### src/rtl/reg_file_mp.sv
// rtl/reg_file_mp.sv - parametrised 1W/2R register file with write forwarding and busy scoreboard
module reg_file_mp #(
   parameter int WIDTH  = 8,
   parameter int DEPTH  = 8,
   parameter int ADDR_W = 3,
   parameter int BYPASS = 1
) (
   input  logic                   Clk,
   input  logic                   Reset,
   input  logic [ADDR_W-1:0]      ReadAddrA,
   output logic [WIDTH-1:0]       ReadDataA,
   output logic                   ReadBusyA,
   input  logic [ADDR_W-1:0]      ReadAddrB,
   output logic [WIDTH-1:0]       ReadDataB,
   output logic                   ReadBusyB,
   input  logic [ADDR_W-1:0]      WriteAddr,
   input  logic [WIDTH-1:0]       WriteData,
   input  logic                   WriteEnable,
   input  logic [ADDR_W-1:0]      MarkAddr,
   input  logic                   MarkEnable,
   output logic [DEPTH*WIDTH-1:0] RegTap,
   output logic [DEPTH-1:0]       BusyTap
);

   // Address space may be larger than DEPTH; anything at or above it is out of range.
   localparam logic [ADDR_W:0] DEPTH_C = (ADDR_W+1)'(DEPTH);

   generate
      if (DEPTH < 2 || ADDR_W != $clog2(DEPTH)) begin : g_bad_param
         $error("reg_file_mp: DEPTH must be >= 2 and ADDR_W must equal clog2(DEPTH)");
      end
   endgenerate

   logic [WIDTH-1:0] r_regs [DEPTH];
   logic [DEPTH-1:0] r_busy;

   logic w_wr_ok;
   logic w_mk_ok;
   logic w_ra_ok;
   logic w_rb_ok;
   logic w_fwd_a;
   logic w_fwd_b;

   assign w_wr_ok = WriteEnable && ({1'b0, WriteAddr} < DEPTH_C);
   assign w_mk_ok = MarkEnable  && ({1'b0, MarkAddr}  < DEPTH_C);
   assign w_ra_ok = {1'b0, ReadAddrA} < DEPTH_C;
   assign w_rb_ok = {1'b0, ReadAddrB} < DEPTH_C;
   assign w_fwd_a = (BYPASS != 0) && w_wr_ok && (WriteAddr == ReadAddrA);
   assign w_fwd_b = (BYPASS != 0) && w_wr_ok && (WriteAddr == ReadAddrB);

   // Register storage: reset loads each register with its own index, writes update one entry.
   always_ff @(posedge Clk) begin
      if (!Reset) begin
         for (int i = 0; i < DEPTH; i++) begin
            r_regs[i] <= WIDTH'(i);
         end
      end else if (w_wr_ok) begin
         r_regs[WriteAddr] <= WriteData;
      end
   end

   // Busy scoreboard: a write retires its producer, a mark (applied last) claims a newer one.
   always_ff @(posedge Clk) begin
      if (!Reset) begin
         r_busy <= '0;
      end else begin
         if (w_wr_ok) begin
            r_busy[WriteAddr] <= 1'b0;
         end
         if (w_mk_ok) begin
            r_busy[MarkAddr] <= 1'b1;
         end
      end
   end

   // Read port A: out-of-range reads zero, forwarded writes report not-busy.
   always_comb begin
      ReadDataA = '0;
      ReadBusyA = 1'b0;
      if (w_ra_ok) begin
         if (w_fwd_a) begin
            ReadDataA = WriteData;
         end else begin
            ReadDataA = r_regs[ReadAddrA];
            ReadBusyA = r_busy[ReadAddrA];
         end
      end
   end

   // Read port B: identical to port A, fully independent.
   always_comb begin
      ReadDataB = '0;
      ReadBusyB = 1'b0;
      if (w_rb_ok) begin
         if (w_fwd_b) begin
            ReadDataB = WriteData;
         end else begin
            ReadDataB = r_regs[ReadAddrB];
            ReadBusyB = r_busy[ReadAddrB];
         end
      end
   end

   // Debug taps always reflect registered state, never the forwarding path.
   always_comb begin
      RegTap = '0;
      for (int i = 0; i < DEPTH; i++) begin
         RegTap[i*WIDTH +: WIDTH] = r_regs[i];
      end
      BusyTap = r_busy;
   end

endmodule

### config.mk
export PLATFORM = sky130hd
export DESIGN_NAME = reg_file_mp
export DESIGN_NICKNAME = d
export VERILOG_FILES = /design/src/rtl/reg_file_mp.sv
export SDC_FILE = /design/constraint.sdc
export NUM_CORES = 1
export LEC_CHECK = 0
export ABC_AREA = 1
export CAP_MARGIN = 5
export CORE_ASPECT_RATIO = 0.75
export CORE_MARGIN = 1.5
export CORE_UTILIZATION = 45
export CTS_BUF_LIST = sky130_fd_sc_hd__clkbuf_16
export CTS_CLUSTER_DIAMETER = 200
export DETAILED_ROUTE_END_ITERATION = 16
export PLACE_DENSITY = 0.79
export SLEW_MARGIN = 40
export SYNTH_ARGS = -nofsm -noshare
export SYNTH_HDL_FRONTEND = slang
export SYNTH_SLANG_ARGS = --single-unit
### constraint.sdc
create_clock -name Clk -period 1.21 [get_ports Clk]
set_clock_uncertainty 0.1 [all_clocks]
set_input_delay 0.121 -clock Clk [delete_from_list [all_inputs] [get_ports Clk]]
set_output_delay 0.121 -clock Clk [all_outputs]
set_load 0.01 [all_outputs]
Yosys cells after proc, flatten, opt, wreduce, memory -nomap -nowiden:

Memories as Yosys holds them, arrays and structs flattened.
Cells that the tools add are included.
Widths: inputs -> output; s select.

* bits in registers: 8
* memory bits (writable): 64
* input port bits: 24
* output and inout port bits: 90
* logic and storage cells: 40
* memories: 1

Memories
* r_regs: words 8, width 8, rd ports 10, clocked after Yosys merged registers in 0, wr ports 8, RTL line 34 `logic [WIDTH-1:0] r_regs [DEPTH];`

* order comparisons: 6
* equality and inequality tests: 2
* mux-type cells: 22
* bitwise operators: 3
* reduce and logical (&&, ||, !) cells: 5

Operators by type and width (number)
* $mux 8: 6
* $lt 3x4->1 const B: 4
* $mux 1: 11
* $and 8x8->8: 1
* $not 8->8: 1
* $or 8x8->8: 1
* $reduce_or 8->1: 1
* $bmux 1 s3: 2
* $demux 1 s3: 2
* $eq 3x3->1: 2
* $ge 3x1->1 const B: 2
* $logic_and 1x1->1: 4
* $mux 3: 1

Logic depth before layout (Yosys ltp):

* depth in word-level cells: 10
* depth in mapped cells: 9

Worst setup path after synthesis:

Ideal clock, no wire load.

* kind: input -> register
* from: input Reset
* to: memory r_regs[3][0] (enable)
* library setup time: 0.329 ns
* arrival time: 0.906 ns
* required time: 0.781 ns
* slack: -0.124 ns
* cell stages on the path: 6
* buffers on the path: 2
* path through: buf_4 -> nand2_1 -> inv_1 -> buf_6 -> nand3_2 -> nand2_1

RTL lines
* from (decl): RTL line 9 `input logic Reset,`
* to (decl): RTL line 34

==> metrics.md <==
| Metric | Value |
|---|---|
| Worst Slack Setup Final | -524 ps |
| Die footprint | 10700 sq um |
| I/O Pins | 114 |
| Mapped Cells | 628 |
| CP Class | reg -> out |
| YS warnings | 0 |
| Top-area cell type share of the netlist area | 0.425 |
| Static leakage | 3.87 nW |
| Setup TNS | -10710 ps |
| Placed insts | 975 |
| Period utilization | 1.43 |
| Fin Hold WS | 232 ps |
| CTS tree | yes |
| Final Max Tran Viols | 0 |
| First drt pass iteration count | 6 |
| Peak VDD IR | 820 uV |
| Placer Congestion | 0.968 |
| Finished Cell Area | 7850 sq um |
| Startpoint type of the worst setup path | register |
| Relative slew slack | 0.786 |
| Final Non-Filler Cells | 1015 |
| Tmin final | 1730 ps |
| Final Setup Violations | 63 |
| RSZ-0062 raised after global routing | true |
| Worst-path fanout max | 2 |
| Die Ht | 89.8 um |
| Worst hold-check path type | in -> reg |
| Area of the multi-input gates | 2420 sq um |
| Area contributors post-synth | edfxtp_1 (43%), nand2_1 (17%), nand3_1 (14%), inv_1 (7.0%), nor2_1 (5.7%) |
| Fill count | 607 |
| Synth async-reset ratio | 0 |
| Via count | 5902 |
| Cell Area, Synth | 4520 sq um |
| Die X | 119 um |
| Number of flops mapped to enable cells by yosys | 64 |
| Area Growth Syn to Fin | 73.7% |
| Vias in the first global route | 5387 |
| Syn Area/Cell | 7.19 sq um |
| HPWL after detailed placement | 14.0 mm |
| Drt first-iter violations | 922 |
| GR Overflow Total | 0 |
| PwrDens | 1000 nW/um^2 |
| Seq cells post-synth | 72 |
| CP endpoint kind | primary output |
| Worst-Skew Late Latency | 340 ps |
| Most used DFF post-synth | edfxtp_1 |
| Area post-placement | 6770 sq um |
| Hold Vio Cnt, Final | 0 |
| DRC errors left | 0 |
| Initial antenna violation count | 0 |
| Max cap viols | 0 |
| Cell taking the most area after synthesis | edfxtp_1 |
| Failing checks | setup timing |
| CTS Sinks | 72 |
| Cell with the most instances after synthesis | nand2_1 |
| Antenna cells | 0 |
| Routed wire per std cell | 22.0 um |
| Post-Route WL | 22.4 mm |
| Worst-margin pin slew | 320 ps |
| Overall Global Routing Usage | 0.392 |
| Share of cells above drive strength 1 | 0.516 |
| Row count | 31 |
| Fmax | 577 MHz |
| Post-route ant nets | 0 |
| Seq/Total Area, Yosys | 0.461 |
| Clock Tree Root | clkbuf_16 |
| Req. time, crit path | 990 ps |
| Clk buf depth | 2 |
| Core area | 9700 sq um |
| Clk slew on worst S/H paths | 60 ps |
| CP arrival | 1510 ps |
| Largest net degree at the start of global routing | 20 |
| H-tree levels | 3 |
| Final nets | 902 |
| Vias per inst | 5.81 |
| Initial Utilization | 0.466 |
| Count of hold-fix buffers inserted at cts | 0 |
| Top cells by count, synth | nand2_1 (208), nand3_1 (123), inv_1 (84) |
| FF+latch area | 2090 sq um |
| Status | finished, violations left |
| Number of CTS-inserted buffers | 9 |
| Distinct cells, synth | 24 |
| Port Buffers | 113 |
| First-pass GRT wire length | 31.2 mm |
| Net Count, Synth | 652 |
==> per-stage QoR <==
step	utilization	total power (W)	setup slack, ps
after floorplan	-	0.00379	-59.5
after detailed placement	0.698	0.00498	-1090
after global routing	0.809	0.00804	-537
after global placement	0.698	0.00495	-1030
after CTS	0.763	0.00750	-412
final	0.809	0.00787	-524
==> power by group <==
group | internal, W | total [W] | switching, W
clock network | 0.00137 | 0.00247 | 0.00110
logic | 0.00110 | 0.00240 | 0.00130
registers | 0.00286 | 0.00300 | 0.000141
==> placed cells by master, fill, tap and decap left out, types with 33 or more instances in the layout <==
cell / instances
nor2_1: 61
nand3_1: 49
buf_4: 89
inv_2: 51
nand2_1: 178
buf_2: 33
edfxtp_1: 64
nand3_2: 80
inv_1: 39
buf_6: 109
==> routing by layer <==
layer  share of wire  up-vias  wire length [um]  global-route usage
met2            0.43      560              9670               0.595
met1            0.37     2704              8380               0.549
met5               0        -                 0                   0
li1                -     2506                 -                   -
met3            0.14      132              3130              0.0850
met4           0.054        0              1210               0.155
==> registers in the layout, summed over array words and instances (netlist names) <==
| signal | flops |
|---|---|
| r_regs | 64 |
| BusyTap | 8 |
==> path summary, 6_finish.rpt <==
check | from | end | slack (ps) | cells after the start
worst max-delay path | r_regs[3][6] | ReadDataA[6] | -520 | 7
worst max register to register | BusyTap[0] | BusyTap[0] | 270 | 3
worst min register to register | BusyTap[5] | BusyTap[5] | 450 | 2
worst min-delay path | WriteAddr[2] | r_regs[4][2] | 230 | 5
==> cells by family (layout without fill, tap and decap cells) <==
kind of cell,Yosys count,in the layout,share of synthesized area
simple gates,417,418,0.398
buf+inv,123,377,0.121
flops,72,72,0.461
compound gates,16,16,0.0202
==> worst max-delay path, cell delays in order, from the launching register on <==
cell and delay [ps]:
edfxtp_1 430, inv_2 90, nand2_1 80, nand3_1 140, nand3_1 140, nand3_2 100, nand2_2 70, buf_6 120
==> final cells by class <==
type | count | area share
Timing Repair Buffer | 266 | 0.322
Multi-Input combinational cell | 434 | 0.309
Sequential cell | 72 | 0.267
Inverter | 95 | 0.0483
Clock buffer | 9 | 0.0287
Tap cell | 132 | 0.0210
Clock inverter | 7 | 0.00510
==> what timing repair did <==
item | CTS | global route
hold endpoints to repair | 0 | 0
gates cloned | 2 | 0
pin swaps | 47 | 41
buffers inserted | 46 | 29
gates resized for setup | 544 | 140
endpoints found under the setup margin | 225 | 160
Note: power is estimated with default switching activity, not from simulation.
